**src/rtl/sine_wave_gen.sv**
```systemverilog
// Direct digital synthesis sine generator driving an 8-bit offset-binary DAC.
// A phase accumulator advances by fcw once every CLK_DIV clocks. The top two
// phase bits select the quadrant. The next LUT_AW bits index a quarter-wave
// table that is built at elaboration time. Each sample is presented on data
// together with a one-cycle en strobe.
module sine_wave_gen #(
  parameter int PHASE_W = 16,
  parameter int LUT_AW  = 6,
  parameter int CLK_DIV = 100
) (
  input  logic               clk,
  input  logic               rst_n,
  input  logic               start,
  input  logic               stop,
  input  logic [PHASE_W-1:0] fcw,
  output logic [7:0]         data,
  output logic               en,
  output logic               busy
);

  localparam int N     = 1 << LUT_AW;
  localparam int DIV_W = $clog2(CLK_DIV);

  typedef enum logic [1:0] {
    IDLE     = 2'd0,
    RUN      = 2'd1,
    STOPPING = 2'd2
  } state_t;

  state_t               state, state_nxt;
  logic [PHASE_W-1:0]   phase;
  logic [DIV_W-1:0]     div_cnt;
  logic [7:0]           data_p1;
  logic                 vld_p1;

  logic                 tick_p0;
  logic [PHASE_W:0]     phase_sum_p0;
  logic                 carry_p0;
  logic                 last_p0;
  logic [1:0]           quad_p0;
  logic [LUT_AW-1:0]    idx_p0;
  logic [LUT_AW-1:0]    addr_p0;
  logic [6:0]           qval_p0;
  logic [7:0]           sample_p0;
  logic [6:0]           qtab [N];

  // Taylor series sine, good to well below one LSB over [0, pi/2].
  function automatic real sin_series(input real x);
    real term;
    real sum;
    term = x;
    sum  = x;
    for (int i = 1; i < 10; i++) begin
      term = -term * x * x / ((2.0 * i) * (2.0 * i + 1.0));
      sum  = sum + term;
    end
    return sum;
  endfunction

  // Quarter-wave entry k, sampled at bin centres, rounded to nearest.
  function automatic int q_entry(input int k);
    real ang;
    ang = (2.0 * k + 1.0) * 3.14159265358979323846 / (4.0 * N);
    return $rtoi(127.0 * sin_series(ang) + 0.5);
  endfunction

  for (genvar g = 0; g < N; g++) begin : g_qtab
    localparam logic [6:0] QV = 7'(q_entry(g));
    assign qtab[g] = QV;
  end

  // ---- stage p0: divider tick, phase addition, table lookup ----
  assign tick_p0      = (state != IDLE) && (div_cnt == DIV_W'(CLK_DIV - 1));
  assign phase_sum_p0 = {1'b0, phase} + {1'b0, fcw};
  assign carry_p0     = phase_sum_p0[PHASE_W];
  assign last_p0      = tick_p0 && (state == STOPPING) && (carry_p0 || (fcw == '0));
  assign quad_p0      = phase[PHASE_W-1 -: 2];
  assign idx_p0       = phase[PHASE_W-3 -: LUT_AW];
  // Odd quadrants read the table backwards: N-1-k is the bitwise complement.
  assign addr_p0      = quad_p0[0] ? ~idx_p0 : idx_p0;
  assign qval_p0      = qtab[addr_p0];
  assign sample_p0    = quad_p0[1] ? (8'd128 - {1'b0, qval_p0})
                                   : (8'd128 + {1'b0, qval_p0});

  // State register.
  always_ff @(posedge clk or negedge rst_n) begin
    if (!rst_n) state <= IDLE;
    else        state <= state_nxt;
  end

  // Next-state logic. Stop beats start in IDLE; a restart in STOPPING beats the final tick.
  always_comb begin
    state_nxt = state;
    case (state)
      IDLE:     if (start && !stop) state_nxt = RUN;
      RUN:      if (stop)           state_nxt = STOPPING;
      STOPPING: begin
        if (start)        state_nxt = RUN;
        else if (last_p0) state_nxt = IDLE;
      end
      default:            state_nxt = IDLE;
    endcase
  end

  // FSM outputs.
  always_comb begin
    busy = (state != IDLE);
  end

  // Phase accumulator and sample-rate divider. Both clear on a fresh start only.
  always_ff @(posedge clk or negedge rst_n) begin
    if (!rst_n) begin
      phase   <= '0;
      div_cnt <= '0;
    end else if (state == IDLE) begin
      div_cnt <= '0;
      if (state_nxt == RUN) phase <= '0;
    end else if (tick_p0) begin
      div_cnt <= '0;
      phase   <= phase_sum_p0[PHASE_W-1:0];
    end else begin
      div_cnt <= div_cnt + DIV_W'(1);
    end
  end

  // ---- stage p1: registered sample and strobe, midscale while idle ----
  always_ff @(posedge clk or negedge rst_n) begin
    if (!rst_n) begin
      data_p1 <= 8'h80;
      vld_p1  <= 1'b0;
    end else begin
      vld_p1 <= tick_p0;
      if (tick_p0)            data_p1 <= sample_p0;
      else if (state == IDLE) data_p1 <= 8'h80;
    end
  end

  assign data = data_p1;
  assign en   = vld_p1;

endmodule

```
**config.mk**
```make
export PLATFORM = sky130hd
export DESIGN_NAME = sine_wave_gen
export DESIGN_NICKNAME = d
export VERILOG_FILES = /design/src/rtl/sine_wave_gen.sv
export SDC_FILE = /design/constraint.sdc
export NUM_CORES = 1
export LEC_CHECK = 0
export ABC_CLOCK_PERIOD_IN_PS = 4250
export CAP_MARGIN = 20
export CORE_MARGIN = 5
export CORE_UTILIZATION = 30
export CTS_BUF_LIST = sky130_fd_sc_hd__clkbuf_4
export CTS_CLUSTER_SIZE = 25
export DETAILED_ROUTE_END_ITERATION = 8
export MAX_ROUTING_LAYER = met4
export PLACE_DENSITY = 0.44
export SKIP_CTS_REPAIR_TIMING = 1
export SYNTH_ARGS = -nofsm -noshare
export SYNTH_HDL_FRONTEND = slang
export SYNTH_SLANG_ARGS = --single-unit
```
**constraint.sdc**
```tcl
create_clock -name clk -period 4.25 [get_ports clk]
set_clock_uncertainty 0.05 [all_clocks]
set_input_delay 0.85 -clock clk [delete_from_list [all_inputs] [get_ports clk]]
set_output_delay 0.85 -clock clk [all_outputs]
set_load 0.05 [all_outputs]
```
======== Word-level counts from Yosys, hierarchy flattened ========
Memories as Yosys holds them, arrays and structs flattened.
Index checks and enable logic that the tools add are counted.
cells by class
  add/subtract/negate cells ............... 4
  $lt $le $gt $ge ......................... 1
  eq/ne operators ......................... 5
  mux-type cells .......................... 16
  bitwise operators ....................... 2
  reduce and logical (&&, ||, !) cells .... 11
operator list
  operator                                                                 count
  16-bit 2-to-1 mux                                                        3
  7-bit 2-to-1 mux                                                         4
  8-bit 2-to-1 mux                                                         3
  16-bit by 16-bit adder with 17-bit output                                1
  16-bit zero test                                                         1
  8-bit by 7-bit adder with 8-bit output, first input constant             1
  2-bit 2-to-1 mux                                                         4
  8-bit by 7-bit subtractor with 8-bit output, first input constant        1
  7-bit by 1-bit adder with 7-bit output, second input constant            1
  7-bit equality test, second input constant                               1
  7-bit greater-or-equal comparator, second input constant                 1
  6-bit inverter with 7-bit output                                         1
  6-bit 2-to-1 mux                                                         1
  6-bit inverter                                                           1
  2-bit case mux with 3 select lines                                       1
  2-bit by 1-bit equality test with 1-bit output, second input constant    2
  1-bit logical AND                                                        4
  2-bit nonzero test                                                       2
  2-bit equality test, second input constant                               1
  2-bit zero test                                                          1
  2-bit by 1-bit inequality test with 1-bit output, second input constant  1
  2-bit AND reduction                                                      1
  1-bit zero test                                                          1
  1-bit logical OR                                                         1
word-level totals
  flip-flop bits (word level) ............. 34
  bits in read-only memories .............. 448
  bits of input ports ..................... 20
  output and inout bits ................... 10
  logic and storage cells ................. 45
  memories ................................ 1
memories
  memory            depth  width  read ports  clocked after Yosys merged registers in  write ports  line  RTL
  (name not given)  64     7      1           0                                        0            81    assign qval_p0 = qtab[addr_p0];

======== Depth between registers and ports, before layout ========
  depth after elaboration ................. 10
  gate-level depth with buffers ........... 17
  depth with buffers taken out ............ 14

======== Worst setup path before layout ========
OpenSTA, ideal clock, no wires.
  path type ............................... reg-to-reg
  start point ............................. register phase[14]
  end point ............................... register data_p1[6] (netlist: data[6])
  setup time .............................. 0.082 ns
  data arrival time ....................... 3.598 ns
  path slack .............................. 0.521 ns
  cell stages (with the launch flop) ...... 18
  period minus slack after synthesis ...... 3.729 ns
  cells stage by stage .................... dfrtp_1 -> buf_6 -> buf_4 -> buf_2 -> xor2_1 -> inv_1 -> ha_1 -> nand2b_1 -> a21oi_2 -> o31a_1 -> a221oi_1 -> or2_2 -> ha_1 -> inv_1 -> or4b_1 -> nor4_1 -> a21oi_1 -> a31oi_1
between the ends
  cells in the longest elaborated chain, start to end .. 8
  elaborated cells between the ends (all ways) .. 9
RTL lines
  element                                                                                                line    RTL
  start, declared                                                                                        31      logic [PHASE_W-1:0] phase;
  start signal, assigned                                                                                 120     phase <= phase_sum_p0[PHASE_W-1:0];
  6-bit 2-to-1 mux (*)                                                                                   80      assign addr_p0 = quad_p0[0] ? ~idx_p0 : idx_p0;
  6-bit inverter with 7-bit output (not written as such) (*)                                             81
  memory 64 x 7 bit (*)                                                                                  --
  7-bit 2-to-1 mux (not written as such) (*) (2 in a row)                                                81
  8-bit by 7-bit adder with 8-bit output or 8-bit by 7-bit subtractor with 8-bit output (tied branches)  83, 82
  8-bit 2-to-1 mux (*)                                                                                   82      assign sample_p0 = quad_p0[1] ? (8'd128 - {1'b0, qval_p0})
  8-bit 2-to-1 mux (*)                                                                                   133     if (tick_p0) data_p1 <= sample_p0;
  end signal, assigned                                                                                   133
  end, declared                                                                                          33      logic [7:0] data_p1;
Every way passes the cells marked *; elsewhere a longest branch is shown, timed or not. The select of a mux whose other input is x is not followed.
A chain may end at the register's enable or synchronous reset.

======== Worst setup path after layout ========
  start point ............................. register phase[9]
  end point ............................... register data_p1[6] (netlist: data[6])
between the ends
  cells in the longest elaborated chain, start to end .. 9
  elaborated cells between the ends (all ways) .. 10
RTL lines
  element                                                                                                line
  6-bit inverter                                                                                         80
  6-bit 2-to-1 mux (*)                                                                                   80
  6-bit inverter with 7-bit output (not written as such) (*)                                             81
  memory 64 x 7 bit (*)                                                                                  --
  7-bit 2-to-1 mux (not written as such) (*) (2 in a row)                                                81
  8-bit by 7-bit adder with 8-bit output or 8-bit by 7-bit subtractor with 8-bit output (tied branches)  83, 82
  8-bit 2-to-1 mux (*)                                                                                   82
  8-bit 2-to-1 mux (*)                                                                                   133
Marked as above.

==> results.json <==
{
  "dp_cells": 572,
  "yosys-top-cells-area": "dfrtp_1 (24%), ha_1 (8.8%), a21oi_1 (4.2%)",
  "fillers": 1199,
  "hpwl_um": 7240,
  "cp_max_fo": 12,
  "drt-total-wl_um": 9690,
  "drc": 0,
  "synth_warnings": 0,
  "final_cells": 581,
  "status": "finished, final reports clean",
  "p_per_area_mw_per_mm2": 267,
  "numCtsBuffers": 5,
  "maxSlewViolCount": 0,
  "grt_setup_unrepaired": "no",
  "vias": 3211,
  "synth_cell_type_count": 83,
  "async_flop_share_pct": 100,
  "top_level_ports": 30,
  "holdCritStartpoint": "div_cnt[0]",
  "start_util_pct": 30.3,
  "grt.total_usage_pct": 15.5,
  "htree_levels": 2,
  "antenna_left": 0,
  "synth_edf_count": 0,
  "drtIter0Drc": 157,
  "cp.required_ns": 4.49,
  "slew_headroom_pct": 32.9,
  "cts_tree": "built",
  "synth_top_area_cell": "dfrtp_1",
  "fin_tns_setup_ns": 0,
  "drt_first_pass_iters": 4,
  "hold_path.class": "reg2reg",
  "grt.overflow.total": 0,
  "fin_crit_ns": 3.87,
  "core-area_mm2": 0.0113,
  "vias_per_cell": 5.53,
  "syn_area_per_cell_um2": 8.25,
  "critPathLaunch": "phase[9]",
  "finalHoldViolations": 0,
  "synth_top_area_share_pct": 24.1,
  "synthCells": 415,
  "post_drt_wl_per_cell_um": 16.7,
  "yosysSeqAreaShare_pct": 24.9,
  "yosys_most_used_dff": "dfrtp_1",
  "die_area_mm2": 0.0137,
  "port_buffers": 29,
  "peakVddDrop_mv": 0.195,
  "syn_nets": 460,
  "path_clk_slew_ns": 0.14,
  "die_h_um": 117,
  "p_leak_nw": 1.63,
  "syn_area_mm2": 0.00343,
  "rr_startpoint": "phase[9]",
  "setup_viol": 0,
  "grt_pass1_wl_um": 16400,
  "cts_max_path_buffers": 2,
  "endpoint_kind": "flip-flop",
  "grt_max_degree": 35,
  "gp_congestion": 0.886,
  "regArea_um2": 852,
  "min_period_over_period_pct": 91.1,
  "num-nets-final": 481,
  "multiInputGateArea_mm2": 0.00233,
  "worst_pin_slew_ns": 1.00,
  "ys_ff_latch": 34,
  "start_kind": "flip-flop",
  "area_delta_synth_final_pct": 13.3,
  "antenna_found_initial": 0,
  "clock_latency_ns": 0.37,
  "grt_pass1_vias": 3195,
  "worstSetupPathType": "reg2reg",
  "layout-drive-gt1-share_pct": 8.01,
  "die_w_um": 117,
  "root_buffer": "clkbuf_4",
  "maxCapViolations": 0,
  "crit_arrival_ns": 4.11,
  "std_cell_rows": 39,
  "fmaxAchievable_mhz": 258,
  "clock-sinks": 34
}
cell usage after synthesis (9+ instances only):
cell	instances
nor2b_1	11
o21ai_0	29
a21o_1	11
nor3_1	9
nand3_1	9
nand2b_1	10
ha_1	24
nor2_1	25
inv_1	21
a21oi_1	29
dfrtp_1	33
nand2_1	33
cell type report:
type,count,area share [%]
Inverter,25,2.42
Antenna cell,1,0.0645
Tap cell,143,4.61
Clock buffer,5,0.967
Timing Repair Buffer,35,8.64
Multi-Input combinational cell,335,60.2
Clock inverter,3,1.16
Sequential cell,34,22.0
cell families (layout without fill, tap and decap cells):
logic type / count (synthesis) / in the layout / synth area share, %
xor gates and xnor gates: 16 / 16 / 4.09
muxes: 9 / 9 / 2.74
and+or+nand+nor: 144 / 144 / 23.2
other: 0 / 1 / 0
adders and majority gates: 25 / 25 / 9.35
DFF: 34 / 34 / 24.9
buffers and inverters: 46 / 68 / 6.98
AOI/OAI and AO/OA: 141 / 141 / 28.8
final timing paths:
path / endpoint / slack (ns) / cells after the start
max in group asynchronous: data[7] / 2.97 / 2
max: data[6] / 0.38 / 14
min reg2reg: div_cnt[0] / 0.42 / 1
min: div_cnt[0] / 0.42 / 1
max reg2reg: data[6] / 0.38 / 14
min in group asynchronous: div_cnt[4] / 0.83 / 2
state kept, by name (all words and copies together) (netlist names):
signal and cells:
phase 16, data 8, div_cnt 7, state 2
en 1
cell usage in the layout (no fill, tap or decap), drive strengths merged, types with 6 or more instances in the layout:
cell	count
nand2	33
dfrtp	33
o21ai	31
a21oi	30
clkdlybuf4s50	29
nor2	27
ha	24
inv	24
nor2b	11
a21o	11
nand2b	11
nor3	10
nand3	9
xor2	8
and3	8
xnor2	8
or3	7
a31oi	7
nor4	6
mux2i	6
buf	6
report_power, final:
group / total (W) / internal, W / leakage, nW / switching (W)
Combinational: 0.000389 / 0.000152 / 1.12 / 0.000237
Sequential: 0.000386 / 0.000350 / 0.465 / 0.0000355
Clock: 0.000260 / 0.000123 / 0.0374 / 0.000137
metal layers:
metal,share of wire (%),wire length [um],global-route usage [%]
met5,0,0,-
met3,4.0,387,2.62
met4,2.6,252,5.05
met1,48,4640,20.5
met2,45,4400,24.2
worst max-delay path: stages (launching register included):
cell      delay, ns
dfrtp_1        0.61
xor2_1         0.37
inv_1          0.14
ha_1           0.32
nand2b_1       0.12
a21oi_2        0.05
o31a_1         0.34
a221oi_1       0.39
or2_2          0.19
ha_1           0.20
inv_1          0.05
or4b_1         0.52
nor4_1         0.22
a21oi_1        0.07
a31oi_1        0.16
per-stage QoR:
stage	hold slack, ns	cell area (um^2)	worst slack, ns	power, W	utilization [%]
CTS	0.425	3880	0.433	0.00105	34.3
finish	0.421	3880	0.380	0.00104	34.3
global route	0.467	3880	0.142	0.00111	34.3
floorplan	0.375	3430	0.521	0.000666	-
detailed placement	0.407	3790	0.470	0.000781	33.5
global placement	0.404	3790	0.634	0.000783	33.5
(Power assumes the default switching activity.)
